`src/rtl/mem_stage_lsu_pkg.sv`:
```
// Shared definitions for the memory-stage load/store unit.
// Contents:
//   MV_*        access size encodings carried on ex_mem_val
//   WB_*        writeback source encodings carried on ex_wb_sel
//   lsu_state_e FSM state codes (also exported on the debug port)
//   TIMEOUT_DEFAULT default watchdog limit in cycles
package mem_stage_lsu_pkg;

  localparam logic [1:0] MV_B = 2'b00;
  localparam logic [1:0] MV_H = 2'b01;
  localparam logic [1:0] MV_W = 2'b11;

  localparam logic [1:0] WB_MEM  = 2'b11;
  localparam logic [1:0] WB_ALU  = 2'b10;
  localparam logic [1:0] WB_PC4  = 2'b01;
  localparam logic [1:0] WB_NONE = 2'b00;

  localparam int TIMEOUT_DEFAULT = 16;

  typedef enum logic [1:0] {
    S_IDLE = 2'd0,
    S_REQ  = 2'd1,
    S_RESP = 2'd2
  } lsu_state_e;

endpackage

```
`src/rtl/mem_stage_lsu_if.sv`:
```
// Data-memory port bundle (req/gnt/rvalid protocol).
// Handshake: the master raises req with we/addr/be/wdata and holds them
// stable until it samples gnt=1 at a rising edge; that edge accepts the
// request. For reads the slave later returns rdata qualified by a
// one-cycle rvalid; rvalid is only meaningful after the grant.
//   master: drives req, we, addr, be, wdata; receives gnt, rvalid, rdata
//   slave : the memory side, opposite directions
interface mem_stage_lsu_if;
  logic        req;
  logic        we;
  logic [31:0] addr;
  logic [3:0]  be;
  logic [31:0] wdata;
  logic        gnt;
  logic        rvalid;
  logic [31:0] rdata;

  modport master (output req, we, addr, be, wdata,
                  input  gnt, rvalid, rdata);
  modport slave  (input  req, we, addr, be, wdata,
                  output gnt, rvalid, rdata);
endinterface

```
`src/rtl/mem_stage_lsu_align.sv`:
```
// Combinational byte-lane logic shared by the store and load paths.
// Ports:
//   size, addr_lo        access size and low address bits
//   unsigned_ld          zero-extend (1) or sign-extend (0) loads
//   store_data, rdata    raw store operand and raw bus read data
//   be, wdata            byte enables and lane-replicated store data
//   load_data            extracted and extended load value
//   misalign             access cannot be issued (bad alignment or size)
module mem_stage_lsu_align
  import mem_stage_lsu_pkg::*;
(
  input  logic [1:0]  size,
  input  logic [1:0]  addr_lo,
  input  logic        unsigned_ld,
  input  logic [31:0] store_data,
  input  logic [31:0] rdata,
  output logic [3:0]  be,
  output logic [31:0] wdata,
  output logic [31:0] load_data,
  output logic        misalign
);

  logic [7:0]  byte_sel;
  logic [15:0] half_sel;

  always_comb begin
    byte_sel  = rdata[7:0];
    half_sel  = rdata[15:0];
    be        = 4'b0000;
    wdata     = store_data;
    load_data = rdata;
    misalign  = 1'b0;

    case (addr_lo)
      2'd0:    byte_sel = rdata[7:0];
      2'd1:    byte_sel = rdata[15:8];
      2'd2:    byte_sel = rdata[23:16];
      default: byte_sel = rdata[31:24];
    endcase
    half_sel = addr_lo[1] ? rdata[31:16] : rdata[15:0];

    case (size)
      MV_B: begin
        be        = 4'b0001 << addr_lo;
        wdata     = {4{store_data[7:0]}};
        load_data = {{24{byte_sel[7] & ~unsigned_ld}}, byte_sel};
      end
      MV_H: begin
        be        = addr_lo[1] ? 4'b1100 : 4'b0011;
        wdata     = {2{store_data[15:0]}};
        load_data = {{16{half_sel[15] & ~unsigned_ld}}, half_sel};
        misalign  = addr_lo[0];
      end
      MV_W: begin
        be        = 4'b1111;
        wdata     = store_data;
        load_data = rdata;
        misalign  = |addr_lo;
      end
      default: misalign = 1'b1;
    endcase
  end

endmodule

```
`src/rtl/mem_stage_lsu.sv`:
```
// Memory stage: accepts decoded memory controls from execute, runs one
// data-memory access at a time and emits one registered writeback record
// per accepted instruction.
// Ports:
//   clk, rst_n        clock and synchronous active-low reset
//   ex_*              instruction from execute; ex_ready high only in IDLE
//   dmem              data-memory master port (req/gnt/rvalid)
//   wb_*              writeback record, qualified by the one-cycle wb_valid
//   dbg_state         current FSM state
module mem_stage_lsu
  import mem_stage_lsu_pkg::*;
#(
  parameter int XLEN    = 32,
  parameter int TIMEOUT = TIMEOUT_DEFAULT
) (
  input  logic             clk,
  input  logic             rst_n,
  input  logic             ex_valid,
  output logic             ex_ready,
  input  logic             ex_mem_en,
  input  logic             ex_mem_rw,
  input  logic [1:0]       ex_mem_val,
  input  logic             ex_mem_unsigned,
  input  logic [1:0]       ex_wb_sel,
  input  logic             ex_rf_wen,
  input  logic [4:0]       ex_rd,
  input  logic [XLEN-1:0]  ex_alu_out,
  input  logic [XLEN-1:0]  ex_rs2,
  input  logic [XLEN-1:0]  ex_pc4,
  mem_stage_lsu_if.master  dmem,
  output logic             wb_valid,
  output logic             wb_wen,
  output logic [4:0]       wb_rd,
  output logic [XLEN-1:0]  wb_data,
  output logic             wb_misalign,
  output logic             wb_bus_err,
  output lsu_state_e       dbg_state
);

  // Wide enough to hold TIMEOUT itself: a load granted on the last
  // watchdog cycle enters RESP one count past the limit.
  localparam int CW = $clog2(TIMEOUT + 2);

  lsu_state_e      state, state_n;
  logic [CW-1:0]   wd_cnt;
  logic            timeout;

  logic            rw_q, uns_q, rf_wen_q;
  logic [1:0]      size_q;
  logic [4:0]      rd_q;
  logic [XLEN-1:0] addr_q, rs2_q;

  logic            fire, wen_n, mis_n, err_n;
  logic [4:0]      rd_n;
  logic [XLEN-1:0] data_n;

  logic            is_idle;
  logic [1:0]      a_size, a_addr;
  logic [3:0]      a_be;
  logic [31:0]     a_wdata, a_load;
  logic            a_misalign;

  assign is_idle = (state == S_IDLE);

  // In IDLE the aligner looks at the incoming instruction so misalignment
  // is known before committing to a bus request; afterwards it works from
  // the captured copy.
  assign a_size = is_idle ? ex_mem_val      : size_q;
  assign a_addr = is_idle ? ex_alu_out[1:0] : addr_q[1:0];

  mem_stage_lsu_align u_align (
    .size        (a_size),
    .addr_lo     (a_addr),
    .unsigned_ld (uns_q),
    .store_data  (rs2_q),
    .rdata       (dmem.rdata),
    .be          (a_be),
    .wdata       (a_wdata),
    .load_data   (a_load),
    .misalign    (a_misalign)
  );

  assign timeout = (TIMEOUT > 0) && (wd_cnt >= CW'(TIMEOUT - 1));

  assign ex_ready   = is_idle;
  assign dbg_state  = state;
  assign dmem.req   = (state == S_REQ);
  assign dmem.we    = dmem.req & rw_q;
  assign dmem.addr  = dmem.req ? {addr_q[31:2], 2'b00} : 32'd0;
  assign dmem.be    = dmem.req ? a_be : 4'b0000;
  assign dmem.wdata = dmem.req ? a_wdata : 32'd0;

  always_comb begin
    state_n = state;
    fire    = 1'b0;
    wen_n   = 1'b0;
    rd_n    = rd_q;
    data_n  = '0;
    mis_n   = 1'b0;
    err_n   = 1'b0;
    case (state)
      S_IDLE: begin
        rd_n = ex_rd;
        if (ex_valid) begin
          if (!ex_mem_en) begin
            fire  = 1'b1;
            wen_n = ex_rf_wen;
            case (ex_wb_sel)
              WB_ALU:  data_n = ex_alu_out;
              WB_PC4:  data_n = ex_pc4;
              WB_MEM:  data_n = '0;
              WB_NONE: data_n = '0;
              default: data_n = '0;
            endcase
          end else if (a_misalign) begin
            fire  = 1'b1;
            mis_n = 1'b1;
          end else begin
            state_n = S_REQ;
          end
        end
      end
      S_REQ: begin
        if (dmem.gnt) begin
          if (rw_q) begin
            fire    = 1'b1;
            state_n = S_IDLE;
          end else begin
            state_n = S_RESP;
          end
        end else if (timeout) begin
          fire    = 1'b1;
          err_n   = 1'b1;
          state_n = S_IDLE;
        end
      end
      S_RESP: begin
        if (dmem.rvalid) begin
          fire    = 1'b1;
          wen_n   = rf_wen_q;
          data_n  = a_load;
          state_n = S_IDLE;
        end else if (timeout) begin
          fire    = 1'b1;
          err_n   = 1'b1;
          state_n = S_IDLE;
        end
      end
      default: state_n = S_IDLE;
    endcase
  end

  always_ff @(posedge clk) begin
    if (!rst_n) begin
      state       <= S_IDLE;
      wd_cnt      <= '0;
      rw_q        <= 1'b0;
      uns_q       <= 1'b0;
      rf_wen_q    <= 1'b0;
      size_q      <= 2'b00;
      rd_q        <= 5'd0;
      addr_q      <= '0;
      rs2_q       <= '0;
      wb_valid    <= 1'b0;
      wb_wen      <= 1'b0;
      wb_rd       <= 5'd0;
      wb_data     <= '0;
      wb_misalign <= 1'b0;
      wb_bus_err  <= 1'b0;
    end else begin
      state    <= state_n;
      wb_valid <= fire;
      if (fire) begin
        wb_wen      <= wen_n;
        wb_rd       <= rd_n;
        wb_data     <= data_n;
        wb_misalign <= mis_n;
        wb_bus_err  <= err_n;
      end
      if (is_idle && ex_valid) begin
        rw_q     <= ex_mem_rw;
        uns_q    <= ex_mem_unsigned;
        rf_wen_q <= ex_rf_wen;
        size_q   <= ex_mem_val;
        rd_q     <= ex_rd;
        addr_q   <= ex_alu_out;
        rs2_q    <= ex_rs2;
      end
      if (is_idle && (state_n == S_REQ)) wd_cnt <= '0;
      else if (!is_idle)                 wd_cnt <= wd_cnt + 1'b1;
    end
  end

endmodule

```
`src/flat_wrapper.sv`:
```
// flat-port wrapper written by rule: the top's interface ports become plain ports
module mem_stage_lsu_flat import mem_stage_lsu_pkg::*;
#(
  parameter int XLEN    = 32,
  parameter int TIMEOUT = TIMEOUT_DEFAULT
)
  (clk, rst_n, ex_valid, ex_ready, ex_mem_en, ex_mem_rw, ex_mem_val, ex_mem_unsigned, ex_wb_sel, ex_rf_wen, ex_rd, ex_alu_out, ex_rs2, ex_pc4, wb_valid, wb_wen, wb_rd, wb_data, wb_misalign, wb_bus_err, dbg_state, dmem_req, dmem_we, dmem_addr, dmem_be, dmem_wdata, dmem_gnt, dmem_rvalid, dmem_rdata);
  mem_stage_lsu_if dmem_i ();
  input  logic clk;
  input  logic rst_n;
  input  logic ex_valid;
  output logic ex_ready;
  input  logic ex_mem_en;
  input  logic ex_mem_rw;
  input  logic [1:0] ex_mem_val;
  input  logic ex_mem_unsigned;
  input  logic [1:0] ex_wb_sel;
  input  logic ex_rf_wen;
  input  logic [4:0] ex_rd;
  input  logic [XLEN-1:0] ex_alu_out;
  input  logic [XLEN-1:0] ex_rs2;
  input  logic [XLEN-1:0] ex_pc4;
  output logic wb_valid;
  output logic wb_wen;
  output logic [4:0] wb_rd;
  output logic [XLEN-1:0] wb_data;
  output logic wb_misalign;
  output logic wb_bus_err;
  output lsu_state_e dbg_state;
  output wire logic [$bits(dmem_i.req)-1:0] dmem_req;
  output wire logic [$bits(dmem_i.we)-1:0] dmem_we;
  output wire logic [$bits(dmem_i.addr)-1:0] dmem_addr;
  output wire logic [$bits(dmem_i.be)-1:0] dmem_be;
  output wire logic [$bits(dmem_i.wdata)-1:0] dmem_wdata;
  input wire logic [$bits(dmem_i.gnt)-1:0] dmem_gnt;
  input wire logic [$bits(dmem_i.rvalid)-1:0] dmem_rvalid;
  input wire logic [$bits(dmem_i.rdata)-1:0] dmem_rdata;
  assign dmem_req = dmem_i.req;
  assign dmem_we = dmem_i.we;
  assign dmem_addr = dmem_i.addr;
  assign dmem_be = dmem_i.be;
  assign dmem_wdata = dmem_i.wdata;
  assign dmem_i.gnt = dmem_gnt;
  assign dmem_i.rvalid = dmem_rvalid;
  assign dmem_i.rdata = dmem_rdata;
  mem_stage_lsu #(.XLEN(XLEN), .TIMEOUT(TIMEOUT)) u_core (.clk(clk), .rst_n(rst_n), .ex_valid(ex_valid), .ex_ready(ex_ready), .ex_mem_en(ex_mem_en), .ex_mem_rw(ex_mem_rw), .ex_mem_val(ex_mem_val), .ex_mem_unsigned(ex_mem_unsigned), .ex_wb_sel(ex_wb_sel), .ex_rf_wen(ex_rf_wen), .ex_rd(ex_rd), .ex_alu_out(ex_alu_out), .ex_rs2(ex_rs2), .ex_pc4(ex_pc4), .dmem(dmem_i), .wb_valid(wb_valid), .wb_wen(wb_wen), .wb_rd(wb_rd), .wb_data(wb_data), .wb_misalign(wb_misalign), .wb_bus_err(wb_bus_err), .dbg_state(dbg_state));
endmodule
```
`config.mk`:
```
export PLATFORM = sky130hd
export DESIGN_NAME = mem_stage_lsu_flat
export DESIGN_NICKNAME = d
export VERILOG_FILES = /design/src/rtl/mem_stage_lsu_pkg.sv /design/src/rtl/mem_stage_lsu_if.sv /design/src/rtl/mem_stage_lsu_align.sv /design/src/rtl/mem_stage_lsu.sv /design/src/flat_wrapper.sv
export SDC_FILE = /design/constraint.sdc
export NUM_CORES = 1
export LEC_CHECK = 0
export ABC_AREA = 1
export CAP_MARGIN = 20
export CORE_MARGIN = 5
export CORE_UTILIZATION = 42
export CTS_CLUSTER_DIAMETER = 100
export DETAILED_ROUTE_END_ITERATION = 10
export GPL_ROUTABILITY_DRIVEN = 0
export PLACE_DENSITY = 0.84
export SLEW_MARGIN = 20
export SYNTH_ARGS = -nofsm -noshare
export SYNTH_HDL_FRONTEND = slang
export SYNTH_SLANG_ARGS = --single-unit
```
`constraint.sdc`:
```
create_clock -name clk -period 3.7 [get_ports clk]
set_input_delay 0.74 -clock clk [delete_from_list [all_inputs] [get_ports clk]]
set_output_delay 0.74 -clock clk [all_outputs]
set_load 0.1 [all_outputs]
```
==> key figures, run 1 <==
Status
  • Status: complete, no violations

GRT
  • First-pass GRT wire length: 39200 um
  • Grt total ovfl: 0
  • Vias in the first global route: 7589
  • GRT Util Overall: approximately a quarter
  • Antenna violations before repair: 1
  • Largest net degree at the start of global routing: 92

Clock tree
  • Clock Sinks: 122
  • Clock Latency Late Sink: around 0.41 ns
  • Clock Pin Slew Worst Setup and Hold Paths: roughly 0.060 ns
  • Root Buffer: clkbuf_16
  • CTS tree: built
  • H-tree Lvls: 4
  • CTS Buffer Depth: 2
  • Setup Buffers After CTS: 0
  • Num CTS Buffers: 17

Worst setup path
  • Critical path endpoint category: output port
  • Critical path type: reg -> out
  • Critical path data required time: 2.96 ns
  • R2R Setup Slk: 0.91 ns
  • R2R Path Start: u_core.dbg_state[1]
  • Reg2reg end: u_core.wb_data[12]
  • Reg2reg path depth: 11
  • Maximum fanout along the worst path: 33
  • Critical path launch point type: flip-flop
  • WP data arrival: approximately 2.8 ns

Drt
  • Initial drt markers: 727
  • Avg WL per Cell: 16.9 um
  • Drt first pass iters: 5
  • DR vias: 7821
  • Drc violations: 0
  • Routed Antenna Nets: 0
  • Post-Route WL: 25700 um
  • Post-DR vias/cell: 5.16

Synthesis
  • Post-synth top cells: nand2_1 (283), nor2_1 (147), dfxtp_1 (122), o21ai_0 (122), inv_1 (113)
  • Mapped Area: around 6800 um2
  • EDFF count, synth: 0
  • Seq/Total Area, Yosys: 35.9%
  • Cell taking the most area after synthesis: dfxtp_1
  • Fraction of registers with async set/reset: 0%
  • Syn Area/Cell: 6.38 um2
  • Cells after Synth: 1066
  • Synth cell types: 36
  • Primary FF master, synth: dfxtp_1
  • FF+latch count, synth: 122
  • Yosys top cell area share: 35.9%
  • Yosys warning count: 0
  • Main area contributors after synthesis: dfxtp_1 (36%), nand2_1 (16%), o21ai_0 (9.0%), nor2_1 (8.1%), inv_1 (6.2%)
  • Most frequent cell after synthesis: nand2_1

Placed design
  • IO Port Bufs: between 200 and 300
  • DP Wirelength: 19200 um
  • Dpl cell area: 9790 um2

STA
  • Max_slew headroom: 29.0%
  • RSZ-0062 raised after global routing: no
  • Setup Skew: 0.00694 ns
  • Worst Tran Pin Value: around 1.1 ns
  • Tmin final: ~3.6 ns
  • Final slew viol count: 0
  • Final worst-path cycle share: between 90% and 100%
  • Sum of negative setup slack: 0 ns
  • Fmax: between 200 and 300 MHz
  • Hold Vio Cnt, Final: 0
  • Final setup viols: 0

Worst hold path
  • Hold WC Path Type: reg -> reg
  • Worst hold path startpoint: u_core.rd_q[4]
  • WHS Path Cells: 2
  • Hold EP: u_core.rd_q[4]

Job
  • Max_cap viols: 0

Floorplan
  • Initial Utilization: 42.8%
  • Die H: 137 um
  • Rows: 46
  • DIE AREA: 18800 um2
  • Ports: between 200 and 300
  • Core area: 15900 um2
  • Chip Width: ~140 um

Final layout
  • Fillers: 1386
  • Ratio of cells with drive above 1 in the final layout: ~15%
  • Nets: 1438
  • Post-route cell area: 10500 um2
  • Layout overhead on the synthesized area: 53.6%

Power
  • Worst IR Drop VDD: 0.330 mV
  • PD cells: roughly 450 nW/um2
  • Leakage: 4.63 nW
==> layout by cell type (no fill, tap or decap), drive strengths merged <==
| cell | count |
|---|---|
| a21oi | 69 |
| nand4 | 11 |
| or2 | 4 |
| dfxtp | 122 |
| nor2 | 151 |
| ha | 6 |
| clkdlybuf4s50 | 187 |
| clkinvlp | 3 |
| conb | 2 |
| o21ai | 142 |
| o211ai | 3 |
| nand2 | 299 |
| inv | 120 |
| xor2 | 2 |
| buf | 81 |
| a31oi | 3 |
| diode | 2 |
| bufinv | 4 |
| and3 | 6 |
| clkbuf | 21 |
| o22ai | 24 |
| o221ai | 1 |
| clkinv | 3 |
| a211oi | 1 |
| nand3 | 34 |
==> logic make-up (layout without fill, tap and decap cells) <==
group | count (synthesis) | in the layout | share of synthesized area (%)
simple gates | 505 | 505 | 31.2
compound gates | 243 | 243 | 19.9
buf+inv | 187 | 419 | 11.5
flops | 122 | 122 | 35.9
fa+ha+maj | 6 | 6 | 1.10
xor+xnor | 2 | 2 | 0.258
other cells | 1 | 4 | 0.0551
==> registers in the layout (all words and copies together) (netlist names), 2 cells and up <==
register          count
u_core.rd_q           5
u_core.wb_data       32
u_core.size_q         2
u_core.dbg_state      2
u_core.rs2_q         32
u_core.wb_rd          5
u_core.addr_q        32
u_core.wd_cnt         5
==> power breakdown <==
group | switching [W] | internal (W) | leakage (nW)
clock network | 0.000612 | 0.00118 | 0.305
registers | 0.0000677 | 0.00142 | 1.00
logic | 0.000988 | 0.000454 | 3.32
==> metrics by stage <==
stage	utilization, %	std cells	total power (W)	worst slack, ns	hold WS [ns]
5_1_grt	65.8	1516	0.00492	0.0248	0.475
3_5_place_dp	61.6	1483	0.00294	0.412	0.452
2_1_floorplan	-	1067	0.00250	0.0381	0.434
3_3_place_gp	61.6	1483	0.00292	0.468	0.448
4_1_cts	65.7	1515	0.00473	0.111	0.465
6_report	65.8	1517	0.00472	0.135	0.462
==> critical path, stage by stage, from the launching register on <==
cell,delay [ns]
dfxtp_2,0.40
inv_1,0.12
ha_4,0.25
inv_2,0.26
nand2_1,0.14
nand2_4,0.32
nand2_8,0.15
nor2_8,0.18
inv_1,0.14
a31oi_4,0.23
buf_12,0.20
==> layout make-up <==
type / count / area [um2] / area share [%]
clock inverters: 11 / 166 / 1.59
flip-flops and latches: 122 / 2440 / 23.4
inverters: 119 / 449 / 4.30
diodes: 2 / 5.00 / 0.0479
well taps: 216 / 270 / 2.59
multi-input cells: 758 / 3800 / 36.4
repair buffers: 268 / 2840 / 27.2
clock buffers: 21 / 470 / 4.50
==> worst max path at each step <==
stage	from	end	slack (ns)	cells past startpoint
floorplan	u_core.dbg_state[0]	dmem_wdata[15]	0.04	10
finish	u_core.dbg_state[1]	dmem_be[3]	0.14	10
global route	u_core.dbg_state[1]	dmem_be[3]	0.02	10
detailed placement	ex_mem_val[1]	dmem_wdata[15]	0.41	8
global placement	ex_mem_val[1]	dmem_be[3]	0.47	9
CTS	u_core.dbg_state[1]	dmem_wdata[15]	0.11	9
==> per-layer routing <==
metal  track usage [%]  routed length (um)  vias up
li1                  -                   -     3831
met1              31.3                9670     3553
met2              46.1               12600      365
met3              5.95                2340       72
met4              13.0                1090        0
met5                 0                   0        -
==> timing repair <==
item,4_1_cts,5_1_grt
endpoints found under the hold margin,0,0
hold buffers,0,0
gates resized for setup,0,2
setup endpoints to repair,0,11
(Power assumes the default switching activity.)
==> inputs of run 2 (changes only) <==
Settings changed: PLACE_DENSITY 0.84 to 0.83, SYNTH_HIERARCHICAL set to 1.
==> run 2 against run 1 <==
- wire length rose by 6.6%
- synthesized area rose by 7.2%
- core utilization fell by 2.9 points
- design area rose by 3.3%
- first-iteration DRC count rose by 2.1%
- sequential power rose by 3%
- via count rose by 7.9%
- combinational power rose by 29%
==> key figures, run 2 <==
Power
  • PD cells: 485 nW/um2 (+7.3%)
  • Sw Share: 38.5% (+3.2 points)
  • Leakage: 5.03 nW (+8.8%)
  • Seq pwr share: 29.5% (-2.0 points)
  • Pint: 0.00322 W (+5.3%)
  • Net Sw Power: 0.00201 W (+21%)
  • Gate power share: 35.5% (+5.0 points)
  • Power, Total: 0.00523 W (+11%)
  • Worst IR Drop VDD: 0.356 mV (+8.0%)
  • Clk pwr share: 35.0% (-2.9 points)

Floorplan
  • Rows: 48 (+4.3%)
  • Die H: 142 um (+3.3%)
  • Chip Width: 142 um (+3.3%)
  • Ports: 260 (unchanged)
  • DIE AREA: 20100 um2 (+6.7%)
  • Initial Utilization: 42.5% (-0.35 points)
  • Core area: 17200 um2 (+8.1%)

STA
  • Max_slew headroom: 28.3% (-0.69 points)
  • Final slew viol count: 0 (unchanged)
  • Final worst-path cycle share: 93.0% (-3.3 points)
  • RSZ-0062 raised after global routing: no
  • Fmax: 290 MHz (+3.6%)
  • Worst Tran Pin Value: 1.07 ns (+0.0103 ns)
  • Setup Skew: 0.0118 ns (+0.00484 ns)
  • Sum of negative setup slack: 0 ns (unchanged)
  • Hold Vio Cnt, Final: 0 (unchanged)
  • Final setup viols: 0 (unchanged)
  • Tmin final: 3.44 ns (-0.122 ns)

Worst setup path
  • Top delay family on crit path: simple AND/OR/NAND/NOR gates
  • Worst path most repeated cell: nand2_1
  • Critical path type: reg -> out
  • Critical path endpoint category: output port
  • Critical path data required time: 2.96 ns (about the same)
  • Maximum fanout along the worst path: 21 (-36%)
  • Cell count along the critical path: 11 (+1)
  • WP buf/inv: 4 (unchanged)
  • Reg2reg path depth: 14 (+3)
  • Worst path cell trace: inv_1 > ha_4 > nand2_1 > o21ai_1 > inv_2 > nor2_4 > nand2_1 > nand3_1 > nand2_1 > clkinvlp_4 > buf_12
  • WP data arrival: 2.70 ns (-0.12 ns)
  • Slowest stage delay, CP: 0.41 ns (about the same)
  • CP max-delay cell: nor2_4
  • Critical path launch point type: flip-flop

Synthesis
  • Cells after Synth: 1190 (+12%)
  • Primary FF master, synth: dfxtp_1
  • Yosys warning count: 6 (+6)
  • EDFF count, synth: 0 (unchanged)
  • Main area contributors after synthesis: dfxtp_1 (33%), nand2_1 (19%), nor2_1 (9.1%), nand3_1 (7.5%), o21ai_0 (6.8%)
  • Most frequent cell after synthesis: nand2_1
  • Post-synth top cells: nand2_1 (364), nor2_1 (177), dfxtp_1 (122), nand3_1 (109), o21ai_0 (99)
  • Fraction of registers with async set/reset: 0% (unchanged)
  • Syn Area/Cell: 6.13 um2 (-3.9%)
  • FF+latch count, synth: 122 (unchanged)
  • Seq/Total Area, Yosys: 33.5% (-2.4 points)
  • Cell taking the most area after synthesis: dfxtp_1
  • Synth cell types: 34 (-5.6%)
  • Yosys top cell area share: 33.5% (-2.4 points)
  • Mapped Area: 7300 um2 (+7.2%)

Drt
  • Post-Route WL: 27300 um (+6.6%)
  • Top Metal Used: met5
  • DR vias: 8441 (+7.9%)
  • Drt first pass iters: 8 (+3)
  • WL met1: 11100 um (+14%)
  • Met2 WL: 13000 um (+3.2%)
  • Initial drt markers: 742 (+2.1%)
  • Met3 routed WL: 2350 um (+0.47%)
  • Avg WL per Cell: 16.7 um (-1.2%)
  • Routed Antenna Nets: 0 (unchanged)
  • Drc violations: 0 (unchanged)
  • Post-DR vias/cell: 5.16 (about the same)

Worst hold path
  • WHS Path Cells: 2 (unchanged)
  • Hold WC Path Type: reg -> reg

Clock tree
  • Clock Latency Late Sink: 0.42 ns (about the same)
  • Clock Sinks: 122 (unchanged)
  • Num CTS Buffers: 17 (unchanged)
  • CTS Buffer Depth: 2 (unchanged)
  • CTS tree: built
  • H-tree Lvls: 4 (unchanged)
  • Clock Pin Slew Worst Setup and Hold Paths: 0.06 ns (about the same)
  • Root Buffer: clkbuf_16
  • Setup Buffers After CTS: 0 (unchanged)

Final layout
  • Most common cell after layout, fill and taps aside: nand2_1
  • Ratio of cells with drive above 1 in the final layout: 13.1% (-2.3 points)
  • Most frequent cells in the layout: nand2_1 (363), clkdlybuf4s50_1 (187), nor2_1 (175), dfxtp_1 (120), nand3_1 (109)
  • Footprint of the multi-input gates: 4030 um2 (+5.8%)
  • Nets: 1548 (+7.6%)
  • Layout overhead on the synthesized area: 48.0%
  • Fillers: 1620 (+17%)
  • Largest regs: u_core/addr_q (32), u_core/rs2_q (32), u_core/wb_data (32)
  • Register area: 2450 um2 (+0.20%)

GRT
  • Antenna violations before repair: 4 (+3)
  • Grt total ovfl: 0 (unchanged)
  • Vias in the first global route: 7914 (+4.3%)
  • Largest net degree at the start of global routing: 76 (-17%)
  • First-pass GRT wire length: 42200 um (+7.6%)
  • GRT Util Overall: 26.4% (-0.34 points)

Placed design
  • DP Wirelength: 20000 um (+4.4%)
  • IO Port Bufs: 257 (unchanged)

Job
  • Max_cap viols: 0 (unchanged)

Status
  • Status: complete, no violations
[run 2: changes by cell type after synthesis, moves of 9 or more]
cell / before / now
nand4_1: 11 / 2
nor2_1: 147 / 177
o21ai_2: 10 / 0
nand3_2: 0 / 11
nand2_1: 283 / 364
nand3_1: 33 / 109
o21ai_0: 122 / 99
a22oi_1: 0 / 32
a21oi_1: 58 / 43
a21oi_2: 11 / 1
buf_2: 6 / 29
clkbuf_1: 46 / 37
o22ai_1: 24 / 0
inv_1: 113 / 92
[run 2: cells by family (layout without fill, tap and decap cells)]
kind of cell / after synthesis / in the layout / synth area share [%]
buffers and inverters: 192 / 410 / 11.9
other: 1 / 4 / 0.0514
XOR/XNOR: 3 / 3 / 0.360
flip-flops: 122 / 122 / 33.5
AND/OR/NAND/NOR: 681 / 681 / 39.2
AO/OA/AOI/OAI: 184 / 184 / 13.8
adder cells (fa/ha/maj): 6 / 6 / 1.03
multiplexers: 1 / 1 / 0.137
[run 2: power groups by stage]
stage,clock [W],sequential (W),combinational (W)
final,0.00183,0.00154,0.00186
after CTS,0.00187,0.00154,0.00185
after global placement,0,0.00156,0.00182
after detailed placement,0,0.00157,0.00185
after floorplan,0,0.00190,0.000968
after global routing,0.00193,0.00156,0.00199
[run 2: final cells by class]
class                      instances  share of cell area, %
antenna                            2                 0.0464
tap                              225                   2.61
clock buffer                      20                   4.34
multi-input combinational        877                   37.3
inverter                         101                   4.21
timing repair buffer             277                   27.1
sequential                       122                   22.7
clock inverter                    12                   1.74
[run 2: routing by layer]
metal  global-route usage (%)  vias to the layer above
met3                     6.37                       60
met5                        0                        -
met1                     32.7                     3811
li1                         -                     4182
met4                     11.0                        6
met2                     44.0                      382
[run 2: through the flow]
step | instances | utilization, % | instance area (um2) | hold WS [ns] | setup WS, ns
6_report | 1636 | 62.8 | 10800 | 0.456 | 0.258
5_1_grt | 1635 | 62.8 | 10800 | 0.487 | 0.0482
4_1_cts | 1634 | 62.8 | 10800 | 0.452 | 0.142
3_5_place_dp | 1602 | 59.0 | 10100 | 0.444 | 0.337
3_3_place_gp | 1602 | 59.0 | 10100 | 0.436 | 0.410
2_1_floorplan | 1191 | - | 7400 | 0.424 | 0.0333
[run 2: worst reg2reg max path: cells and delay by family (launching register included)]
kind | cells | cell delay (ns)
AND/OR/NAND/NOR | 6 | 1.13
adder cells (fa/ha/maj) | 1 | 0.35
flip-flops | 1 | 0.36
buffers and inverters | 3 | 0.33
AO/OA/AOI/OAI | 4 | 0.67
[run 2: repair_timing]
| action | in CTS | in global routing |
|---|---|---|
| hold buffers | 0 | 0 |
| resized for setup | 0 | 1 |
| endpoints found under the setup margin | 0 | 8 |
[run 2: final timing paths]
path / from / to / slack [ns]
setup / recovery: u_core/dbg_state[0] / dmem_wdata[30] / 0.26
hold / removal: u_core/size_q[0] / u_core/size_q[0] / 0.46
setup reg to reg: u_core/dbg_state[0] / u_core/wb_data[7] / 0.76
hold reg to reg: u_core/size_q[0] / u_core/size_q[0] / 0.46
==> inputs of run 3 (changes only) <==
Settings changed: CORE_MARGIN 5 to 10, CTS_CLUSTER_SIZE set to 8, PLACE_DENSITY 0.83 to 0.84, SYNTH_HIERARCHICAL 1 to not set.
==> run 3 against run 2 <==
- non-clock buffer count shrank 8
- design area shrank 3.8%
- highest routed layer is now met4
- combinational power decreased by 22%
- clock skew decreased by 0.0025 ns
- wire length decreased by 0.66%
- critical path depth is 1 lower
- die area up 7.9%
- clock-buffer cell count did not move
- cell count decreased by 7.3%
- clock power fell by 11%
- largest cell class unchanged
==> key figures, run 3 (same netlist as run 1, synthesis figures left out) <==
Clock tree
  • Root Buffer: clkbuf_16
  • Num CTS Buffers: 17 (unchanged)
  • Setup Buffers After CTS: 0 (unchanged)
  • Clock Sinks: 122 (unchanged)
  • CTS tree: built
  • H-tree Lvls: 4 (unchanged)
  • Cts hold-fix bufs: 0 (unchanged)
  • Clock Latency Late Sink: 0.42 ns (about the same)
  • Clock Pin Slew Worst Setup and Hold Paths: 0.05 ns (about the same)
  • CTS Buffer Depth: 2 (unchanged)

Floorplan
  • Ports: 260 (unchanged)
  • Chip Width: 147 um (+3.9%)
  • Die H: 147 um (+3.9%)
  • Rows: 46 (-4.2%)
  • Core area: 15900 um2 (-7.5%)
  • Initial Utilization: 42.8% (+0.35 points)
  • DIE AREA: 21700 um2 (+7.9%)

GRT
  • Grt total ovfl: 0 (unchanged)
  • First-pass GRT wire length: 41800 um (-0.78%)
  • GRT Util Overall: 24.1% (-2.3 points)
  • Largest net degree at the start of global routing: 71 (-6.6%)
  • Antenna violations before repair: 1 (-3)
  • Vias in the first global route: 7627 (-3.6%)

Placed design
  • DP Wirelength: 20700 um (+3.3%)
  • Dpl cell area: 9800 um2 (-3.3%)
  • IO Port Bufs: 257 (unchanged)

STA
  • Max_slew headroom: 30.0% (+1.7 points)
  • Worst Tran Pin Value: 1.05 ns (-0.0248 ns)
  • Final worst-path cycle share: 96.1% (+3.1 points)
  • Final slew viol count: 0 (unchanged)
  • RSZ-0062 raised after global routing: no
  • Tmin final: 3.56 ns (+0.115 ns)
  • Hold Vio Cnt, Final: 0 (unchanged)
  • Setup Skew: 0.00929 ns (-0.00249 ns)
  • Sum of negative setup slack: 0 ns (unchanged)
  • Final setup viols: 0 (unchanged)
  • Fmax: 281 MHz (-3.2%)

Power
  • PD cells: 439 nW/um2 (-9.5%)
  • Leakage: 4.61 nW (-8.5%)
  • Worst IR Drop VDD: 0.325 mV (-8.8%)
  • Power, Total: 0.00456 W (-13%)

Drt
  • Avg WL per Cell: 17.9 um (+7.1%)
  • Initial drt markers: 861 (+16%)
  • Drc violations: 0 (unchanged)
  • Drt first pass iters: 6 (-2)
  • Routed Antenna Nets: 0 (unchanged)
  • Post-Route WL: 27200 um (-0.66%)
  • DR vias: 7866 (-6.8%)
  • Post-DR vias/cell: 5.19 (+0.50%)

Final layout
  • Fillers: 1411 (-13%)
  • Most common cell after layout, fill and taps aside: nand2_1
  • Ratio of cells with drive above 1 in the final layout: 15.5% (+2.3 points)
  • Post-route cell area: 10400 um2 (-3.8%)
  • Most frequent cells in the layout: nand2_1 (282), clkdlybuf4s50_1 (187), nor2_1 (127), dfxtp_1 (120), o21ai_0 (115)
  • Final core utilization: 65.4% (+2.6 points)
  • Largest regs: u_core.addr_q (32), u_core.rs2_q (32), u_core.wb_data (32)
  • Layout overhead on the synthesized area: 52.7%
  • Nets: 1439 (-7.0%)

Worst setup path
  • Critical path launch point type: flip-flop
  • WP data arrival: 2.82 ns (+0.12 ns)
  • Reg2reg path depth: 9 (-5)
  • Maximum fanout along the worst path: 16 (-24%)
  • Critical path type: reg -> out
  • Critical path endpoint category: output port
  • Critical path data required time: 2.96 ns (about the same)

Status
  • Status: complete, no violations

Worst hold path
  • Hold WC Path Type: reg -> reg
  • WHS Path Cells: 2 (unchanged)

Job
  • Max_cap viols: 0 (unchanged)
==> run 3: critical path, cell delays in order, from the launching register on <==
cell     delay, ns
dfxtp_2       0.35
inv_1         0.11
ha_2          0.41
inv_2         0.22
nand2_2       0.12
nand2_4       0.10
nor2_4        0.15
inv_4         0.11
o21ai_0       0.57
nor2_4        0.06
buf_12        0.19
==> run 3: power breakdown <==
part	switching, W	internal, W
sequential	0.0000689	0.00142
combinational	0.000994	0.000454
clock	0.000614	0.00100
total	0.00168	0.00288
==> run 3: worst paths after layout <==
path / slack [ns] / from / endpoint
max reg2reg: 0.77 / u_core.dbg_state[0] / u_core.addr_q[23]
min reg2reg: 0.46 / u_core.wb_data[5] / u_core.wb_data[5]
max: 0.14 / u_core.dbg_state[0] / dmem_wdata[8]
min: 0.46 / u_core.wb_data[5] / u_core.wb_data[5]
==> run 3: timing repair <==
item / CTS / global route
gates resized for setup: 0 / 2
endpoints found under the setup margin: 0 / 5
endpoints found under the hold margin: 0 / 0
==> run 3: area by class of cell <==
class / instances / area, um2 / share of cell area [%]
inverter: 119 / 449 / 4.32
clock inverter: 12 / 124 / 1.19
antenna: 1 / 2.50 / 0.0241
tap: 216 / 270 / 2.60
sequential: 122 / 2440 / 23.5
multi-input combinational: 758 / 3800 / 36.6
timing repair buffer: 269 / 2850 / 27.4
clock buffer: 20 / 447 / 4.30
==> run 3: per-layer routing <==
metal	GRT usage, %	part of all wire, %
met5	0	0
met4	11.3	3.6
met3	6.27	8.8
met2	40.7	49
met1	27.9	39
==> run 3: metrics by stage <==
stage,worst slack (ns),std cells,hold WS (ns)
after floorplan,0.0381,1067,0.434
after global placement,0.488,1484,0.448
after detailed placement,0.425,1484,0.456
after CTS,0.161,1516,0.463
after global routing,0.00117,1517,0.471
final,0.143,1517,0.461
